<file path="src/rtl/usb1_ep_pkg.sv">
// usb1_ep_pkg: status bit positions and status width shared by the endpoint bank
package usb1_ep_pkg;
  localparam int STAT_W     = 4;
  localparam int STAT_EMPTY = 0;
  localparam int STAT_FULL  = 1;
  localparam int STAT_OVF   = 2;
  localparam int STAT_UDF   = 3;
endpackage

</file>
<file path="src/rtl/usb1_ep_fifo.sv">
// usb1_ep_fifo: single-endpoint FIFO with wrap-bit pointers; sticky flags when USB1_EP_ERR_EN is defined
module usb1_ep_fifo
  import usb1_ep_pkg::*;
#(
  parameter int DEPTH = 8,
  parameter int DW = 8,
  localparam int AW = $clog2(DEPTH)
) (
  input  logic              clk,
  input  logic              rst,
  input  logic              flush,
  input  logic              push,
  input  logic [DW-1:0]     din,
  input  logic              pop,
  output logic [DW-1:0]     dout,
  output logic              pop_ok,
  output logic [STAT_W-1:0] stat,
  output logic [AW:0]       cnt
);
  logic [AW:0]   wp, rp;
  logic [DW-1:0] mem [DEPTH];
  logic          empty, full, push_ok;
  assign empty   = wp == rp;
  assign full    = (wp ^ rp) == {1'b1, {AW{1'b0}}};
  assign push_ok = push & ~full & ~flush;
  assign pop_ok  = pop & ~empty & ~flush;
  assign dout    = mem[rp[AW-1:0]];
  assign cnt     = wp - rp;
  // pointer update; a flush overrides any same-cycle push or pop
  always_ff @(posedge clk or posedge rst)
    if (rst) begin
      wp <= '0;
      rp <= '0;
    end else if (flush) begin
      wp <= '0;
      rp <= '0;
    end else begin
      wp <= wp + (AW+1)'(push_ok);
      rp <= rp + (AW+1)'(pop_ok);
    end
  // storage write; contents need no reset because the pointers gate every read
  always_ff @(posedge clk)
    if (push_ok) mem[wp[AW-1:0]] <= din;
`ifdef USB1_EP_ERR_EN
  logic ovf, udf;
  // sticky error flags: only a rejection caused by full/empty sets them
  always_ff @(posedge clk or posedge rst)
    if (rst) begin
      ovf <= 1'b0;
      udf <= 1'b0;
    end else if (flush) begin
      ovf <= 1'b0;
      udf <= 1'b0;
    end else begin
      if (push && full) ovf <= 1'b1;
      if (pop && empty) udf <= 1'b1;
    end
  assign stat[STAT_OVF] = ovf;
  assign stat[STAT_UDF] = udf;
`else
  assign stat[STAT_OVF] = 1'b0;
  assign stat[STAT_UDF] = 1'b0;
`endif
  assign stat[STAT_EMPTY] = empty;
  assign stat[STAT_FULL]  = full;
endmodule

</file>
<file path="src/rtl/usb1_ep_bank.sv">
// usb1_ep_bank: N_EP directional endpoint FIFOs between USB and function sides; macro USB1_EP_ERR_EN enables sticky overflow/underflow flags
module usb1_ep_bank
  import usb1_ep_pkg::*;
#(
  parameter int N_EP = 4,
  parameter int DEPTH = 8,
  parameter int DW = 8,
  parameter logic [N_EP-1:0] EP_IN_MASK = 4'b1010,
  localparam int CW = $clog2(DEPTH) + 1
) (
  input  logic              clk,
  input  logic              rst,
  input  logic              clr,
  input  logic [3:0]        ep_sel,
  input  logic [DW-1:0]     usb_din,
  input  logic              usb_we,
  input  logic              usb_re,
  output logic [DW-1:0]     usb_dout,
  output logic [STAT_W-1:0] usb_stat,
  input  logic [3:0]        fn_sel,
  input  logic [DW-1:0]     ep_din,
  input  logic              ep_we,
  input  logic              ep_re,
  output logic [DW-1:0]     ep_dout,
  output logic [STAT_W-1:0] ep_stat,
  output logic [CW-1:0]     ep_cnt
);
  logic [STAT_W-1:0] st [16];
  logic [CW-1:0]     ct [16];
  logic [DW-1:0]     rd [16];
  logic [15:0]       u_pop, f_pop;
  for (genvar i = 0; i < 16; i++) begin : g_ep
    if (i < N_EP) begin : g_on
      localparam bit is_in = EP_IN_MASK[i];
      logic u_hit, f_hit, push, pop, pop_ok;
      assign u_hit    = ep_sel == 4'(i);
      assign f_hit    = fn_sel == 4'(i);
      assign push     = is_in ? ep_we & f_hit : usb_we & u_hit;
      assign pop      = is_in ? usb_re & u_hit : ep_re & f_hit;
      assign u_pop[i] = is_in & pop_ok;
      assign f_pop[i] = ~is_in & pop_ok;
      usb1_ep_fifo #(.DEPTH(DEPTH), .DW(DW)) u_fifo (
        .clk(clk), .rst(rst), .flush(clr & u_hit),
        .push(push), .din(is_in ? ep_din : usb_din),
        .pop(pop), .dout(rd[i]), .pop_ok(pop_ok),
        .stat(st[i]), .cnt(ct[i])
      );
    end else begin : g_off
      assign st[i]    = STAT_W'(1) << STAT_EMPTY;
      assign ct[i]    = '0;
      assign rd[i]    = '0;
      assign u_pop[i] = 1'b0;
      assign f_pop[i] = 1'b0;
    end
  end
  assign usb_stat = st[ep_sel];
  assign ep_stat  = st[fn_sel];
  assign ep_cnt   = ct[fn_sel];
  // read data registers capture the popped word and hold otherwise
  always_ff @(posedge clk or posedge rst)
    if (rst) begin
      usb_dout <= '0;
      ep_dout  <= '0;
    end else begin
      if (|u_pop) usb_dout <= rd[ep_sel];
      if (|f_pop) ep_dout  <= rd[fn_sel];
    end
endmodule
</file>
<file path="config.mk">
export PLATFORM = sky130hd
export DESIGN_NAME = usb1_ep_bank
export DESIGN_NICKNAME = d
export VERILOG_FILES = /design/src/rtl/usb1_ep_pkg.sv /design/src/rtl/usb1_ep_fifo.sv /design/src/rtl/usb1_ep_bank.sv
export SDC_FILE = /design/constraint.sdc
export NUM_CORES = 1
export LEC_CHECK = 0
export ABC_AREA = 1
export ABC_CLOCK_PERIOD_IN_PS = 6650
export CORE_ASPECT_RATIO = 1.75
export CORE_MARGIN = 5
export CORE_UTILIZATION = 28
export DETAILED_ROUTE_END_ITERATION = 16
export PLACE_DENSITY = 0.49
export REMOVE_ABC_BUFFERS = 1
export SYNTH_ARGS = -nofsm -noshare
export SYNTH_HDL_FRONTEND = slang
export SYNTH_HIERARCHICAL = 1
export SYNTH_SLANG_ARGS = --single-unit
</file>
<file path="constraint.sdc">
create_clock -name clk -period 6.65 [get_ports clk]
set_input_delay 0.665 -clock clk [delete_from_list [all_inputs] [get_ports clk]]
set_output_delay 0.665 -clock clk [all_outputs]
set_load 0.01 [all_outputs]
</file>
==> summary.md <==
| Metric | Value |
|---|---|
| Status | `finished, final reports clean` |
| Post-synthesis instance total | `1809` |
| Setup_tns | `0 ns` |
| Synth area leaders | `edfxtp_1 (49%), nand2_1 (16%), inv_1 (8.2%)` |
| Clock Power Share | `0.262` |
| # rows | `115` |
| CTS clock-pin slew for the worst setup and hold paths | `0.07 ns` |
| Post-route DRC | `0` |
| FMAX | `0.2445 GHz` |
| GRT Total Usage | `0.1374` |
| Top delay family on crit path | `buffers and inverters` |
| Post-synthesis register bit count | `304` |
| Detail Placement HPWL | `31740 µm` |
| YS warnings | `6` |
| Worst min-delay path category | `reg2reg` |
| CP startpoint kind | `register` |
| Max FO, Critical Path | `11` |
| Synth area leader | `edfxtp_1` |
| P per Cell Area | `344.3 nW/µm²` |
| Sw power | `2.326 mW` |
| Setup Fix Bufs, Post-CTS | `0` |
| Syn-to-layout area delta | `11.20%` |
| Clock Path Buffers | `3` |
| Gate power share | `0.362` |
| Mean Syn Cell Area | `8.684 µm²` |
| Clock skew | `0.02285 ns` |
| IO buf count | `54` |
| Max Cap Viol | `0` |
| Die height | `323.3 µm` |
| Asr flop ratio synth | `0.1579` |
| Final WL | `42610 µm` |
| EDFF count, synth | `256` |
| WS Path Type | `reg2out` |
| Switching Fraction | `0.3868` |
| # nets final | `1898` |
| Clk Latency, worst-skew pair | `0.57 ns` |
| # hold bufs at CTS | `0` |
| Vias in the first global route | `11.08k` |
| Buf/Inv on CP | `2` |
| Part of the cycle the worst path needs | `0.6149` |
| Die width | `189.1 µm` |
| CP endpoint kind | `primary output` |
| Clk root buf | `clkbuf_16` |
| Initial antenna violation count | `2` |
| Sequential power share | `0.375` |
| Routing usage on met3 | `0.01609` |
| Yosys top cell area share | `0.4894` |
| Final Slew Violations | `0` |
| Largest net degree at the start of global routing | `36` |
| Final setup fails | `0` |
| H-tree levels | `1` |
| Met1 Track Usage GR | `0.1442` |
| Final Hold Viols | `0` |
| Slew margin rel. | `0.2967` |
| First-pass GRT wire length | `64660 µm` |
| Overflow left after global routing | `0` |
| Final Wtd Congestion | `0.8923` |
| Met2 usage | `0.2778` |
| # IOs | `59` |
| Worst path max stage delay | `0.56 ns` |
| Initial Util | `0.2807` |
| Sequential share of the synthesized area | `0.5658` |
| Power Total | `6.014 mW` |
| Slew @ Worst Pin | `1.051 ns` |
| Top FF cell, synth | `edfxtp_1` |
| Unrepaired setup endpoints after global routing | `false` |
| CORE AREA | `55970 µm²` |
| Clock Sinks | `304` |
| CP required | `5.98 ns` |
| DRT iter0 DRCs | `722` |
| Final min period | `4.089 ns` |
| Vias post-DR | `11.10k` |
| Antenna-violating nets left | `0` |
| TritonCTS clock tree | `yes` |
| TritonCTS Buffers | `29` |
| Max VDD drop | `188.6 µV` |
| Crit-path slowest cell | `dfrtp_1` |
| Gr busiest metal | `met2` |
| Die Footprint | `61130 µm²` |
| First-pass iteration count of the detailed router | `6` |
| Layout cells sized above 1 | `0.04416` |
| Cells along the critical path | `clkinv_1 -> ha_1 -> a21oi_1 -> nand2_1 -> xor2_1 -> nand3_1 -> nand2_1 -> nor2_1 -> nor2_1 -> clkdlybuf4s50_1` |
| P_leak | `8.177 nW` |
| Post-CTS Resized | `0` |
| Synth unique cells | `31` |
| Mapped cell area | `15710 µm²` |
| WL/cell | `16.64 µm` |
| Worst Path Arrival | `3.42 ns` |
| DR vias/cell | `4.335` |
| Int Pwr | `3.688 mW` |
[worst reg2reg max path: stages (launching register included)]
cell and delay [ns]:
dfrtp_1 0.58, clkinv_1 0.38, ha_1 0.45, nand3_1 0.12
inv_1 0.04, nand2_1 0.09, nand2_2 0.13, nor2_1 0.82
[cell usage after synthesis, types with 9 or more instances]
master and n:
a21oi_1 10, buf_2 9, buf_4 36, buf_6 27
dfrtp_1 48, edfxtp_1 256, ha_1 28, inv_1 344
inv_4 9, nand2_1 686, nand2_2 15, nand3_1 162
nor2_1 94, nor3_1 14, o21ai_0 12, xnor2_1 12
xor2_1 12
[final cells by class]
| class | count | area (µm²) |
|---|---|---|
| tap | 702 | 878.3 |
| clock buffer | 36 | 752.0 |
| multi-input combinational | 1074 | 4818 |
| antenna | 2 | 5.005 |
| inverter | 362 | 1383 |
| fill | 5763 | 38500 |
| timing repair buffer | 64 | 615.6 |
| clock inverter | 17 | 127.6 |
| sequential | 304 | 8889 |
[per-stage QoR]
stage	util	cells	hold slack (ns)	cell area [µm²]	worst slack (ns)
finish	0.3121	2561	0.5078	17470	2.561
global route	0.3120	2559	0.5254	17460	2.311
CTS	0.3120	2559	0.5141	17460	2.471
detailed placement	0.2963	2506	0.4984	16580	2.634
global placement	0.2963	2506	0.5167	16580	2.806
floorplan	-	1740	0.4807	15090	4.028
[registers in the layout, indices dropped and copies added (netlist names)]
signal and flops:
ep_dout 8, g_ep.g_on.u_fifo/mem 256, usb_dout 8, g_ep.g_on.u_fifo/rp 16
g_ep.g_on.u_fifo/wp 16
[cell families after synthesis]
family | Yosys count | share of synthesized area
and+or+nand+nor | 984 | 0.2558
AOI/OAI and AO/OA | 26 | 0.008284
adders and majority gates | 32 | 0.02740
buffers and inverters | 435 | 0.1284
xor gates and xnor gates | 24 | 0.01338
DFF | 304 | 0.5658
other | 4 | 0.0009555
[power groups by stage]
stage | combinational (mW) | clock [mW] | sequential [mW]
3_3_place_gp | 2.22 | 0 | 2.30
6_report | 2.18 | 1.58 | 2.26
4_1_cts | 2.23 | 1.63 | 2.26
2_1_floorplan | 1.20 | 0 | 2.39
3_5_place_dp | 2.22 | 0 | 2.30
5_1_grt | 2.45 | 1.69 | 2.27
[metal layers]
metal / routed length, µm / vias up
li1: - / 5581
met1: 15800 / 5259
met2: 23950 / 199
met3: 1461 / 62
met4: 1398 / 0
met5: 0 / -
[cells in the final DEF, fill, tap and decap left out]
| cell | instances |
|---|---|
| nand2_1 | 686 |
| inv_1 | 344 |
| edfxtp_1 | 256 |
| nand3_1 | 162 |
| nor2_1 | 94 |
| clkdlybuf4s50_1 | 54 |
| dfrtp_1 | 48 |
| clkbuf_16 | 29 |
| ha_1 | 28 |
| nand2_2 | 15 |
| clkinv_1 | 15 |
| nor3_1 | 14 |
| o21ai_0 | 12 |
| xor2_1 | 12 |
| xnor2_1 | 12 |
| a21oi_1 | 10 |
| buf_4 | 10 |
| inv_4 | 9 |
| conb_1 | 8 |
| clkbuf_1 | 7 |
| inv_2 | 4 |
| nor2_4 | 4 |
| o21ai_1 | 4 |
| fa_1 | 4 |
| clkinv_2 | 3 |
| diode_2 | 2 |
| or2_1 | 2 |
| nor2_2 | 2 |
| nand3b_1 | 2 |
| bufinv_16 | 2 |
| nand2_4 | 1 |
| nor4_1 | 1 |
| nor4_2 | 1 |
| inv_6 | 1 |
| clkinvlp_4 | 1 |
[worst paths after layout]
check / startpoint / endpoint / slack [ns] / depth (start not counted)
setup reg to reg: g_ep[2].g_on.u_fifo/rp[2] / g_ep[2].g_on.u_fifo/mem[4][3] / 3.65 / 7
max in group asynchronous: rst / ep_dout[2] / 5.36 / 2
min in group asynchronous: rst / g_ep[2].g_on.u_fifo/rp[2] / 0.68 / 2
hold reg to reg: ep_dout[6] / ep_dout[6] / 0.51 / 2
setup / recovery: g_ep[1].g_on.u_fifo/rp[2] / ep_cnt[3] / 2.56 / 10
hold / removal: ep_dout[6] / ep_dout[6] / 0.51 / 2
No activity file was read; power rests on OpenSTA's default activity.
